**src/rtl/pipeline_hazard_ctrl_if.sv**
```systemverilog
// rtl/pipeline_hazard_ctrl_if.sv - hazard controller bundle between pipeline (master) and controller (slave)
interface pipeline_hazard_ctrl_if;
  logic [4:0] Rs1D;
  logic [4:0] Rs2D;
  logic [4:0] Rs1E;
  logic [4:0] Rs2E;
  logic [4:0] RdE;
  logic [1:0] ResultSrcE;
  logic       PCSrcE;
  logic [4:0] RdM;
  logic [4:0] RdW;
  logic       RegWriteM;
  logic       RegWriteW;
  logic       MemReqM;
  logic       MemReadyM;
  logic       StallF;
  logic       StallD;
  logic       StallE;
  logic       StallM;
  logic       FlushD;
  logic       FlushE;
  logic       FlushW;
  logic [1:0] ForwardAE;
  logic [1:0] ForwardBE;
  logic       MemTimeout;

  modport master (
    output Rs1D, Rs2D, Rs1E, Rs2E, RdE, ResultSrcE, PCSrcE,
           RdM, RdW, RegWriteM, RegWriteW, MemReqM, MemReadyM,
    input  StallF, StallD, StallE, StallM, FlushD, FlushE, FlushW,
           ForwardAE, ForwardBE, MemTimeout
  );

  modport slave (
    input  Rs1D, Rs2D, Rs1E, Rs2E, RdE, ResultSrcE, PCSrcE,
           RdM, RdW, RegWriteM, RegWriteW, MemReqM, MemReadyM,
    output StallF, StallD, StallE, StallM, FlushD, FlushE, FlushW,
           ForwardAE, ForwardBE, MemTimeout
  );
endinterface

```
**src/rtl/pipeline_hazard_ctrl.sv**
```systemverilog
// rtl/pipeline_hazard_ctrl.sv - stall/flush/forward control with boot purge and memory-wait watchdog
module pipeline_hazard_ctrl #(
  parameter int BOOT_FLUSH_CYCLES = 2,
  parameter int MEM_TIMEOUT       = 15
) (
  input logic                   clk,
  input logic                   rst,
  pipeline_hazard_ctrl_if.slave hz
);

  localparam int BW = $clog2(BOOT_FLUSH_CYCLES + 1);
  localparam int WW = $clog2(MEM_TIMEOUT + 1);
  localparam logic [BW-1:0] BOOT_LAST = BW'(BOOT_FLUSH_CYCLES - 1);
  localparam logic [WW-1:0] WAIT_MAX  = WW'(MEM_TIMEOUT);
  localparam logic [WW-1:0] WAIT_ONE  = WW'(1);

  typedef enum logic [1:0] {
    BOOT     = 2'd0,
    RUN      = 2'd1,
    MEM_WAIT = 2'd2
  } state_t;

  state_t        state;
  logic [BW-1:0] boot_cnt;
  logic [WW-1:0] wait_cnt;
  logic          mem_timeout;

  logic lw_stall;
  logic mem_stall;

  assign lw_stall  = (hz.ResultSrcE == 2'b01) && (hz.RdE != 5'd0) &&
                     ((hz.RdE == hz.Rs1D) || (hz.RdE == hz.Rs2D));
  assign mem_stall = hz.MemReqM && !hz.MemReadyM;

  // The watchdog flag is sticky; only the asynchronous reset clears it.
  always_ff @(posedge clk or negedge rst) begin
    if (!rst) begin
      state       <= BOOT;
      boot_cnt    <= '0;
      wait_cnt    <= '0;
      mem_timeout <= 1'b0;
    end else begin
      case (state)
        BOOT: begin
          boot_cnt <= boot_cnt + BW'(1);
          if (boot_cnt == BOOT_LAST) begin
            state <= RUN;
          end
        end
        RUN: begin
          if (mem_stall) begin
            state    <= MEM_WAIT;
            wait_cnt <= WAIT_ONE;
            if (WAIT_ONE == WAIT_MAX) begin
              mem_timeout <= 1'b1;
            end
          end
        end
        MEM_WAIT: begin
          if (mem_stall) begin
            if (wait_cnt != WAIT_MAX) begin
              wait_cnt <= wait_cnt + WAIT_ONE;
              if (wait_cnt + WAIT_ONE == WAIT_MAX) begin
                mem_timeout <= 1'b1;
              end
            end
          end else begin
            state    <= RUN;
            wait_cnt <= '0;
          end
        end
        default: begin
          state    <= BOOT;
          boot_cnt <= '0;
          wait_cnt <= '0;
        end
      endcase
    end
  end

  logic stall_f, stall_d, stall_e, stall_m;
  logic flush_d, flush_e, flush_w;

  // A pending memory access freezes everything and hides Execute-stage hazards until it completes.
  always_comb begin
    stall_f = 1'b0;
    stall_d = 1'b0;
    stall_e = 1'b0;
    stall_m = 1'b0;
    flush_d = 1'b0;
    flush_e = 1'b0;
    flush_w = 1'b0;
    if (state == BOOT) begin
      stall_f = 1'b1;
      flush_d = 1'b1;
      flush_e = 1'b1;
    end else if (mem_stall) begin
      stall_f = 1'b1;
      stall_d = 1'b1;
      stall_e = 1'b1;
      stall_m = 1'b1;
      flush_w = 1'b1;
    end else begin
      stall_f = lw_stall;
      stall_d = lw_stall;
      flush_d = hz.PCSrcE;
      flush_e = lw_stall | hz.PCSrcE;
    end
  end

  logic [1:0] fwd_a, fwd_b;

  always_comb begin
    fwd_a = 2'b00;
    if (hz.RegWriteM && (hz.RdM != 5'd0) && (hz.RdM == hz.Rs1E)) begin
      fwd_a = 2'b10;
    end else if (hz.RegWriteW && (hz.RdW != 5'd0) && (hz.RdW == hz.Rs1E)) begin
      fwd_a = 2'b01;
    end
  end

  always_comb begin
    fwd_b = 2'b00;
    if (hz.RegWriteM && (hz.RdM != 5'd0) && (hz.RdM == hz.Rs2E)) begin
      fwd_b = 2'b10;
    end else if (hz.RegWriteW && (hz.RdW != 5'd0) && (hz.RdW == hz.Rs2E)) begin
      fwd_b = 2'b01;
    end
  end

  assign hz.StallF     = stall_f;
  assign hz.StallD     = stall_d;
  assign hz.StallE     = stall_e;
  assign hz.StallM     = stall_m;
  assign hz.FlushD     = flush_d;
  assign hz.FlushE     = flush_e;
  assign hz.FlushW     = flush_w;
  assign hz.ForwardAE  = fwd_a;
  assign hz.ForwardBE  = fwd_b;
  assign hz.MemTimeout = mem_timeout;

endmodule

```
**src/flat_wrapper.sv**
```systemverilog
// flat-port wrapper written by rule: the top's interface ports become plain ports
module pipeline_hazard_ctrl_flat 
#(
  parameter int BOOT_FLUSH_CYCLES = 2,
  parameter int MEM_TIMEOUT       = 15
)
  (clk, rst, hz_Rs1D, hz_Rs2D, hz_Rs1E, hz_Rs2E, hz_RdE, hz_ResultSrcE, hz_PCSrcE, hz_RdM, hz_RdW, hz_RegWriteM, hz_RegWriteW, hz_MemReqM, hz_MemReadyM, hz_StallF, hz_StallD, hz_StallE, hz_StallM, hz_FlushD, hz_FlushE, hz_FlushW, hz_ForwardAE, hz_ForwardBE, hz_MemTimeout);
  pipeline_hazard_ctrl_if hz_i ();
  input logic clk;
  input logic rst;
  input wire logic [$bits(hz_i.Rs1D)-1:0] hz_Rs1D;
  input wire logic [$bits(hz_i.Rs2D)-1:0] hz_Rs2D;
  input wire logic [$bits(hz_i.Rs1E)-1:0] hz_Rs1E;
  input wire logic [$bits(hz_i.Rs2E)-1:0] hz_Rs2E;
  input wire logic [$bits(hz_i.RdE)-1:0] hz_RdE;
  input wire logic [$bits(hz_i.ResultSrcE)-1:0] hz_ResultSrcE;
  input wire logic [$bits(hz_i.PCSrcE)-1:0] hz_PCSrcE;
  input wire logic [$bits(hz_i.RdM)-1:0] hz_RdM;
  input wire logic [$bits(hz_i.RdW)-1:0] hz_RdW;
  input wire logic [$bits(hz_i.RegWriteM)-1:0] hz_RegWriteM;
  input wire logic [$bits(hz_i.RegWriteW)-1:0] hz_RegWriteW;
  input wire logic [$bits(hz_i.MemReqM)-1:0] hz_MemReqM;
  input wire logic [$bits(hz_i.MemReadyM)-1:0] hz_MemReadyM;
  output wire logic [$bits(hz_i.StallF)-1:0] hz_StallF;
  output wire logic [$bits(hz_i.StallD)-1:0] hz_StallD;
  output wire logic [$bits(hz_i.StallE)-1:0] hz_StallE;
  output wire logic [$bits(hz_i.StallM)-1:0] hz_StallM;
  output wire logic [$bits(hz_i.FlushD)-1:0] hz_FlushD;
  output wire logic [$bits(hz_i.FlushE)-1:0] hz_FlushE;
  output wire logic [$bits(hz_i.FlushW)-1:0] hz_FlushW;
  output wire logic [$bits(hz_i.ForwardAE)-1:0] hz_ForwardAE;
  output wire logic [$bits(hz_i.ForwardBE)-1:0] hz_ForwardBE;
  output wire logic [$bits(hz_i.MemTimeout)-1:0] hz_MemTimeout;
  assign hz_i.Rs1D = hz_Rs1D;
  assign hz_i.Rs2D = hz_Rs2D;
  assign hz_i.Rs1E = hz_Rs1E;
  assign hz_i.Rs2E = hz_Rs2E;
  assign hz_i.RdE = hz_RdE;
  assign hz_i.ResultSrcE = hz_ResultSrcE;
  assign hz_i.PCSrcE = hz_PCSrcE;
  assign hz_i.RdM = hz_RdM;
  assign hz_i.RdW = hz_RdW;
  assign hz_i.RegWriteM = hz_RegWriteM;
  assign hz_i.RegWriteW = hz_RegWriteW;
  assign hz_i.MemReqM = hz_MemReqM;
  assign hz_i.MemReadyM = hz_MemReadyM;
  assign hz_StallF = hz_i.StallF;
  assign hz_StallD = hz_i.StallD;
  assign hz_StallE = hz_i.StallE;
  assign hz_StallM = hz_i.StallM;
  assign hz_FlushD = hz_i.FlushD;
  assign hz_FlushE = hz_i.FlushE;
  assign hz_FlushW = hz_i.FlushW;
  assign hz_ForwardAE = hz_i.ForwardAE;
  assign hz_ForwardBE = hz_i.ForwardBE;
  assign hz_MemTimeout = hz_i.MemTimeout;
  pipeline_hazard_ctrl #(.BOOT_FLUSH_CYCLES(BOOT_FLUSH_CYCLES), .MEM_TIMEOUT(MEM_TIMEOUT)) u_core (.clk(clk), .rst(rst), .hz(hz_i));
endmodule
```
**config.mk**
```make
export PLATFORM = sky130hd
export DESIGN_NAME = pipeline_hazard_ctrl_flat
export DESIGN_NICKNAME = d
export VERILOG_FILES = /design/src/rtl/pipeline_hazard_ctrl_if.sv /design/src/rtl/pipeline_hazard_ctrl.sv /design/src/flat_wrapper.sv
export SDC_FILE = /design/constraint.sdc
export NUM_CORES = 1
export LEC_CHECK = 0
export BUFFER_PORTS_ARGS = -buffer_cell sky130_fd_sc_hd__buf_2
export CAP_MARGIN = 20
export CORE_MARGIN = 5
export CORE_UTILIZATION = 44
export CTS_CLUSTER_DIAMETER = 80
export DETAILED_ROUTE_END_ITERATION = 16
export PLACE_DENSITY_LB_ADDON = 0.05
export RECOVER_POWER = 50
export SLEW_MARGIN = 20
export SYNTH_ARGS = -nofsm -noshare
export SYNTH_HDL_FRONTEND = slang
export SYNTH_SLANG_ARGS = --single-unit
```
**constraint.sdc**
```tcl
create_clock -name clk -period 2.4 [get_ports clk]
set_clock_uncertainty 0.15 [all_clocks]
set_input_delay 0.12 -clock clk [delete_from_list [all_inputs] [get_ports clk]]
set_output_delay 0.12 -clock clk [all_outputs]
set_load 0.03 [all_outputs]
```
==> metrics.cfg, run 1 <==
[die]
fp-row-count = 17
die_w_um = 58.2
die_h_um = 58.2
initial_core_util = 0.462
core_um2 = 2210
dieArea_um2 = 3380
io_pins = 56

[global_route]
antenna_found_initial = 0
grt_pass1_vias = 981
grt_overflow = 0
grtUsageMet3 = 0.0223
grt_usage = 0.151
grt-busiest-layer = met2
grtUsageMet1 = 0.187
grt_use_met2 = 0.268
grt_start_max_net_pins = 10
grt_pass1_wl_um = 4130

[detailed_routing]
wl_per_cell_um = 12.8
num_vias = 1015
ant_nets = 0
drt_iter0_markers = 23
postRouteWirelength_um = 2590
drc = 0
dr.pass1.iters = 4
viasPerCell = 5.02

[hold_path]
min_from = hz_MemReqM
hp-class = input pin to flop

[timing]
drv_slew = 0
tightest_slew_ps = 485
setup_viol = 0
grt_setup_unrepaired = no
hold_viol = 0
slew_headroom = 0.673
fin_crit_sh = 0.801
finalCriticalPeriod_ps = 1920
fmax_mhz = 520
tns_ps = 0
holdWs_ps = 91.4

[run_status]
status = completed

[critical_path]
timing.rr.start = u_core.state[0]
crit_family = flip-flops
r2r_setup_slack_ps = 480
crit_type = flop to output port
arrival_ps = 1650
start_kind = flop
crit_slowest_cell = dfrtp_1
crit_chain = inv_1 -> ha_1 -> nor3b_1 -> nand2_1 -> o22ai_1 -> buf_2
cp_num_buf_inv = 2
slowest_delay_ps = 380
crit_start = u_core.state[0]
end_kind = output port
critPathMaxFanout = 9
required_ps = 2130

[finish]
finish.net_count = 226
drive_gt1_frac = 0.339
design_area_um2 = 1340
syn2layout_area_growth_pct = 31.6
diodes = 0

[clock_network]
cts_resized = 0
cts_buffer_depth = 2
clk_pin_slew_ps = 60
htreeDepth = 1
cts_tree = built
cts_buffers = 3
cts-root-buf = clkbuf_4
worstSkewPairLatency_ps = 250
post_cts_buffers = 0
cts.sinks = 9

[synth]
synthCells = 117
synth-edff-count = 0
yosysWarnings = 0
async_reset_ff_frac = 1.00
syn_nets = 168
synth_area_per_cell_um2 = 8.73
yosysSeqAreaShare = 0.221
synth_area_um2 = 1020
ys_ff_latch = 9
synth_ff_type = dfrtp_1
synth_cell_type_count = 33

[placement]
io_buffers = 55
gp_congestion = 0.897
dpl.hpwl_um = 2300
placed_cell_area_um2 = 1310

[power]
power.density_nw_per_um2 = 672
fin_total_pwr_mw = 0.903
power_leakage_nw = 0.665
irDropWorstVdd_mv = 0.746

[run]
cap_violations = 0

==> worst min-delay path, cell delays in order <==
cell      delay, ps
buf_2           110
nand3b_1        120
o22ai_1          90
==> what timing repair did <==
item	in CTS	in global routing
endpoints found under the setup margin	0	0
hold buffers	1	0
hold endpoints to repair	9	0
==> state kept, by name, summed over array words and instances (netlist names) <==
register	cells
u_core.wait_cnt	4
u_core.boot_cnt	2
u_core.state	2
u_core.hz.MemTimeout	1
==> area by class of cell <==
class                   count  area (um2)
repair buffers             56         280
multi-input cells          99         754
fillers                   222         868
clock buffers               4        26.3
flip-flops and latches      9         225
well taps                  28        35.0
inverters                   6        22.5
==> synth_stat cells (2+ instances only) <==
master    instances  area share
o22ai_1           2       0.012
xnor2_1           7       0.060
or4_1             4       0.029
inv_1             6       0.022
dfrtp_1           9        0.22
mux2_2            2       0.022
xor2_1           25        0.21
buf_4             2       0.015
nand2_1           6       0.022
ha_1              7       0.086
o21bai_1          2       0.015
nor4_2            2       0.025
o21ai_0           5       0.025
nand3_1           5       0.025
mux2i_1           3       0.029
nor3_1            3       0.015
nand2b_1          2       0.012
nor4_1            2       0.012
nor2b_1           3       0.018
nor2_1            7       0.026
==> stage by stage <==
stage / setup slack [ps] / utilization / cells
after floorplan: 375 / - / 117
after global placement: 551 / 0.593 / 197
after detailed placement: 492 / 0.593 / 197
after CTS: 455 / 0.610 / 202
after global routing: 319 / 0.607 / 202
final: 477 / 0.607 / 202
==> cell families after synthesis <==
group | share of synthesized area
AOI/OAI and AO/OA | 0.120
xor gates and xnor gates | 0.275
adders and majority gates | 0.0858
buffers and inverters | 0.0404
DFF | 0.221
muxes | 0.0515
and+or+nand+nor | 0.207
==> routing by layer <==
layer,vias up,share of wire
met5,-,0
met4,0,0.0069
met3,2,0.087
met2,33,0.51
met1,459,0.40
li1,521,-
==> worst paths after layout <==
path / endpoint / cells after the start
setup / recovery: hz_StallD / 6
hold / removal: u_core.wait_cnt[2] / 3
setup reg to reg: u_core.state[1] / 5
hold reg to reg: u_core.boot_cnt[1] / 2
max in group asynchronous: u_core.boot_cnt[1] / 2
min in group asynchronous: u_core.hz.MemTimeout / 2
==> where the power goes <==
part	internal, mW	total, mW	leakage, nW	switching, mW
Sequential	0.196	0.233	0.119	0.0369
Combinational	0.232	0.560	0.532	0.327
Clock	0.0637	0.111	0.0150	0.0469
Total	0.492	0.903	0.665	0.411
==> cells in the final DEF (no fill, tap or decap), types with 2 or more instances in the layout <==
cell and count:
ha_1 7, nor3_1 3, mux2i_1 3, nor4_2 2, clkbuf_1 5, o21bai_1 2, nor4_1 2, or4_1 4
nand2b_1 2, buf_2 51, dfrtp_1 9, nand3_1 5, o22ai_1 2, xnor2_1 7, xor2_1 25, clkbuf_4 3
mux2_2 2, nor2b_1 3, nor2_1 7, inv_1 6, nand2_1 6, o21ai_0 5
(Power assumes the default switching activity.)
==> run 2: changes to the inputs <==
==> constraint.sdc (replaced) <==
create_clock -name clk -period 2 [get_ports clk]
set_clock_uncertainty 0.15 [all_clocks]
set_input_delay 0.1 -clock clk [delete_from_list [all_inputs] [get_ports clk]]
set_output_delay 0.1 -clock clk [all_outputs]
set_load 0.03 [all_outputs]
==> run 2 against run 1 <==
Against the previous run:
- utilization is 1.4 points higher
- via count rose by 2.7%
- count of clock-buffer cells in the layout stayed put
- first-iteration DRC count increased by 4.3%
- flip-flop and latch count unchanged
- worst setup slack got worse by 370 ps
- non-clock buffer count is 1 higher
- final area up 2.2%
- die area unchanged
- hold slack got worse by 40 ps
- sequential power is 20% higher
- critical path type unchanged
==> metrics.cfg, run 2 (synthesized netlist as in run 1, its figures left out) <==
[critical_path]
timing.rr.end = u_core.state[1]
arrival_ps = 1640
critPathMaxFanout = 7
rr_worst_depth = 5
start_kind = flop
slowest_delay_ps = 370
end_kind = output port
crit_slowest_cell = dfrtp_1
timing.rr.start = u_core.state[0]
r2r_setup_slack_ps = 180
crit_chain = inv_1 -> ha_2 -> buf_4 -> nor3b_1 -> nand2_1 -> o22ai_2 -> buf_6
crit_type = flop to output port
crit_family = buffers and inverters
required_ps = 1750
cp_num_buf_inv = 3

[timing]
timing.final.ws_setup_ps = 111
holdWs_ps = 50.9
drv_slew = 0
tightest_slew_ps = 459
fmax_mhz = 529
tns_ps = 0
slew_headroom = 0.691
finalCriticalPeriod_ps = 1890
setup_viol = 0
fin_crit_sh = 0.945
hold_viol = 0
grt_setup_unrepaired = yes

[clock_network]
post_cts_buffers = 0
worstSkewPairLatency_ps = 260
cts.sinks = 9
clk_pin_slew_ps = 60
cts_buffer_depth = 2
htreeDepth = 1
cts-root-buf = clkbuf_4
cts_buffers = 3
cts_tree = built

[global_route]
grt_pass1_vias = 1028
grt_pass1_wl_um = 4110
grt_overflow = 0
antenna_found_initial = 0
grt_start_max_net_pins = 10
grt_usage = 0.155

[finish]
design_area_um2 = 1370
top_register = u_core.wait_cnt
diodes = 0
layout_common_cells = buf_2, xor2_1, dfrtp_1, xnor2_1, nor2_1
mostFrequentLayoutCell = buf_2
drive_gt1_frac = 0.366
largest_register_ffs = 4
top_regs = u_core.wait_cnt x4, u_core.boot_cnt x2, u_core.state x2
syn2layout_area_growth_pct = 34.6
finish.net_count = 227

[power]
irDropWorstVdd_mv = 0.868
internal-power_mw = 0.625
p_sw_frac = 0.452
p_seq_frac = 0.246
combPwrFrac = 0.634
power.density_nw_per_um2 = 830
p_clk_frac = 0.120
p_switching_mw = 0.515
power_leakage_nw = 0.676

[placement]
gp_congestion = 0.881
placed_cell_area_um2 = 1320
io_buffers = 55
dpl.hpwl_um = 2380
dp_slack_ps = 74.6

[detailed_routing]
postRouteWirelength_um = 2660
ant_nets = 0
drt_iter0_markers = 24
wl_per_cell_um = 13.1
num_vias = 1042
drc = 0
viasPerCell = 5.13
dr.pass1.iters = 6

[die]
initial_core_util = 0.462
die_h_um = 58.2
die_w_um = 58.2
fp-row-count = 17
dieArea_um2 = 3380
core_um2 = 2210
io_pins = 56

[hold_path]
hold_path_end = u_core.wait_cnt[2]
hp-class = input pin to flop
min_from = hz_MemReadyM
hold_depth = 3

[run_status]
status = completed

[run]
cap_violations = 0

## run 2: changes by cell type in the layout (fill, tap and decap cells not counted)
cell      before  now
ha_2           0    1
o21ai_1        1    2
buf_6          0    1
a221oi_2       0    1
buf_4          0    1
o22ai_1        2    1
o21ai_0        5    4
ha_1           7    6
o22ai_2        0    1
a221oi_1       1    0
clkbuf_1       5    4
## run 2: layout make-up
class / count / area [um2]
multi-input combinational: 99 / 769
inverter: 6 / 22.5
tap: 28 / 35.0
fill: 200 / 838
sequential: 9 / 225
clock buffer: 4 / 26.3
timing repair buffer: 57 / 295
## run 2: power by group through the flow
stage / Sequential [mW] / Combinational, mW / Clock, mW
finish: 0.280 / 0.723 / 0.137
global route: 0.287 / 0.798 / 0.157
CTS: 0.279 / 0.701 / 0.143
floorplan: 0.272 / 0.493 / 0
detailed placement: 0.282 / 0.696 / 0
global placement: 0.277 / 0.671 / 0
## run 2: repair_timing
action                     in CTS  in global routing
hold buffers                    1                  0
hold endpoints to repair        9                  0
resized for setup               1                  5
setup endpoints to repair       1                  3
## run 2: stage by stage
step / total power [mW] / utilization / instances
2_1_floorplan: 0.765 / - / 117
3_3_place_gp: 0.948 / 0.597 / 198
3_5_place_dp: 0.978 / 0.597 / 198
4_1_cts: 1.12 / 0.614 / 203
5_1_grt: 1.24 / 0.621 / 203
6_report: 1.14 / 0.621 / 203
## run 2: worst min-delay path: stages
cell and delay, ps:
buf_2 90, nand3b_1 140, o22ai_1 90
## run 2: metal layers
metal / global-route usage / vias to the layer above / wire, um
met5: 0 / - / 0
met4: 0.0828 / 0 / 70
met3: 0.0356 / 7 / 244
met2: 0.298 / 30 / 1410
met1: 0.150 / 479 / 928
li1: - / 526 / -
## run 2: how the worst max path moves through the flow
stage                    start                 end  cells after the start
2_1_floorplan        hz_RdM[4]     hz_ForwardAE[0]                      4
3_3_place_gp   u_core.state[0]     u_core.state[1]                      5
3_5_place_dp   u_core.state[0]  u_core.wait_cnt[1]                      5
4_1_cts        u_core.state[0]           hz_StallD                      7
5_1_grt        u_core.state[1]           hz_StallD                      7
6_report       u_core.state[0]           hz_StallD                      7
==> run 3: changes to the inputs <==
--- a/config.mk
+++ b/config.mk
@@ -7,8 +7,10 @@
 export LEC_CHECK = 0
 export BUFFER_PORTS_ARGS = -buffer_cell sky130_fd_sc_hd__buf_2
 export CAP_MARGIN = 20
+export CELL_PAD_IN_SITES_DETAIL_PLACEMENT = 0
+export CELL_PAD_IN_SITES_GLOBAL_PLACEMENT = 1
 export CORE_MARGIN = 5
-export CORE_UTILIZATION = 44
+export CORE_UTILIZATION = 31
 export CTS_CLUSTER_DIAMETER = 80
 export DETAILED_ROUTE_END_ITERATION = 16
 export PLACE_DENSITY_LB_ADDON = 0.05
==> run 3 against run 2 <==
Against the previous run:
- first-iteration DRC count increased by 38%
- hold slack better by 25 ps
- combinational power increased by 1%
- clock power is 4% lower
- register-to-register slack worse by 140 ps
- critical path depth decreased by 2
- flip-flop and latch count unchanged
- total power down 0.15%
- final area grew 1.6%
- critical path type is now flop to flop
==> metrics.cfg, run 3 (synthesized netlist as in run 1, its figures left out) <==
[detailed_routing]
wl_per_cell_um = 12.1
viasPerCell = 4.67
postRouteWirelength_um = 2680
drt_iter0_markers = 33
drc = 0
ant_nets = 0
num_vias = 1033
dr.pass1.iters = 4

[critical_path]
critPathMaxFanout = 3
start_kind = flop
crit_type = flop to flop
required_ps = 1980
crit_slowest_cell = dfrtp_1
slowest_delay_ps = 380
timing.rr.end = u_core.state[1]
rr_worst_depth = 5
end_kind = flop
timing.rr.start = u_core.state[1]
arrival_ps = 1940
r2r_setup_slack_ps = 40
crit_chain = buf_4 -> ha_1 -> and3b_1 -> a221oi_1 -> mux2_2

[clock_network]
cts_buffers = 3
clk_pin_slew_ps = 60
cts_buffer_depth = 2
cts-root-buf = clkbuf_4
worstSkewPairLatency_ps = 250
cts_tree = built
htreeDepth = 1
cts.sinks = 9

[power]
p_clk_frac = 0.115
power_leakage_nw = 0.691
irDropWorstVdd_mv = 0.565
combPwrFrac = 0.643
fin_total_pwr_mw = 1.14
p_seq_frac = 0.242
p_switching_mw = 0.503
power.density_nw_per_um2 = 815
internal-power_mw = 0.635
p_sw_frac = 0.442

[finish]
stdcell_count = 221
mostFrequentLayoutCell = buf_2
finish.net_count = 229
nFillCells = 339
largest_register_ffs = 4
ff_latch_area_um2 = 225
fin_util = 0.450
diodes = 0
multi_input_area_um2 = 759
syn2layout_area_growth_pct = 36.8
top_regs = u_core.wait_cnt x4, u_core.boot_cnt x2, u_core.state x2
layout_common_cells = buf_2, xor2_1, dfrtp_1
top_register = u_core.wait_cnt
drive_gt1_frac = 0.367

[placement]
dpl.cell_count = 215
gp_congestion = 0.774
io_buffers = 55
dpl.hpwl_um = 2390

[global_route]
antenna_found_initial = 0
grt_pass1_wl_um = 4320
grt_start_max_net_pins = 10
grt_pass1_vias = 1079
grt_overflow = 0
grt_usage = 0.121

[run]
cap_violations = 0

[die]
fp-row-count = 20
core_um2 = 3100
dieArea_um2 = 4540
die_w_um = 67.4
io_pins = 56
die_h_um = 67.4
initial_core_util = 0.329

[timing]
slew_headroom = 0.689
hold_viol = 0
finalCriticalPeriod_ps = 1960
drv_slew = 0
tns_ps = 0
grt_setup_unrepaired = yes
fmax_mhz = 510
setup_viol = 0
tightest_slew_ps = 462
fin_crit_sh = 0.980

[hold_path]
hp-class = input pin to flop
hold_path_end = u_core.wait_cnt[2]
min_from = hz_MemReadyM
hold_depth = 3

[run_status]
status = completed

==> run 3: worst max path at each step <==
stage	endpoint	slack, ps	start	cells after the start
3_5_place_dp	u_core.wait_cnt[1]	100	u_core.state[0]	5
5_1_grt	u_core.state[1]	-60	u_core.state[1]	5
3_3_place_gp	u_core.state[1]	150	u_core.state[0]	5
2_1_floorplan	hz_ForwardAE[0]	20	hz_RdM[4]	4
4_1_cts	hz_StallD	30	u_core.state[0]	7
6_report	u_core.state[1]	40	u_core.state[1]	5
==> run 3: stage by stage <==
step | cell area, um2 | setup slack [ps] | hold WS, ps
finish | 1400 | 39.1 | 75.5
detailed placement | 1350 | 99.0 | -189
global placement | 1350 | 154 | -191
global route | 1400 | -58.2 | 98.6
CTS | 1380 | 32.1 | 66.8
floorplan | 1020 | 15.2 | -346
==> run 3: layout make-up <==
type / instances / share of cell area
Clock buffer: 4 / 0.0188
Inverter: 6 / 0.0161
Multi-Input combinational cell: 99 / 0.544
Sequential cell: 9 / 0.161
Tap cell: 44 / 0.0394
Timing Repair Buffer: 59 / 0.220
==> run 3: power groups by stage <==
stage	Clock (mW)	Combinational, mW	Sequential [mW]
after floorplan	0	0.493	0.272
after global placement	0	0.703	0.278
after detailed placement	0	0.715	0.281
after CTS	0.141	0.719	0.277
after global routing	0.152	0.827	0.282
final	0.131	0.731	0.276
==> run 3: repair_timing <==
action / in CTS / in global routing
setup buffers: 0 / 1
endpoints found under the setup margin: 0 / 3
hold endpoints to repair: 9 / 0
hold buffers: 1 / 0
resized for setup: 0 / 5
==> run 3: critical path: cells and delay by family (launching register included) <==
| kind | cells | cell delay, ps |
|---|---|---|
| flops | 1 | 380 |
| fa+ha+maj | 1 | 210 |
| simple gates | 1 | 220 |
| compound gates | 1 | 360 |
| mux | 1 | 380 |
| buf+inv | 1 | 150 |
==> run 3: per-layer routing <==
metal,vias to the layer above,track usage,wire length [um]
met4,0,0.0456,25
met1,466,0.130,1070
met2,34,0.236,1360
met3,4,0.0166,213
li1,529,-,-
met5,-,0,0
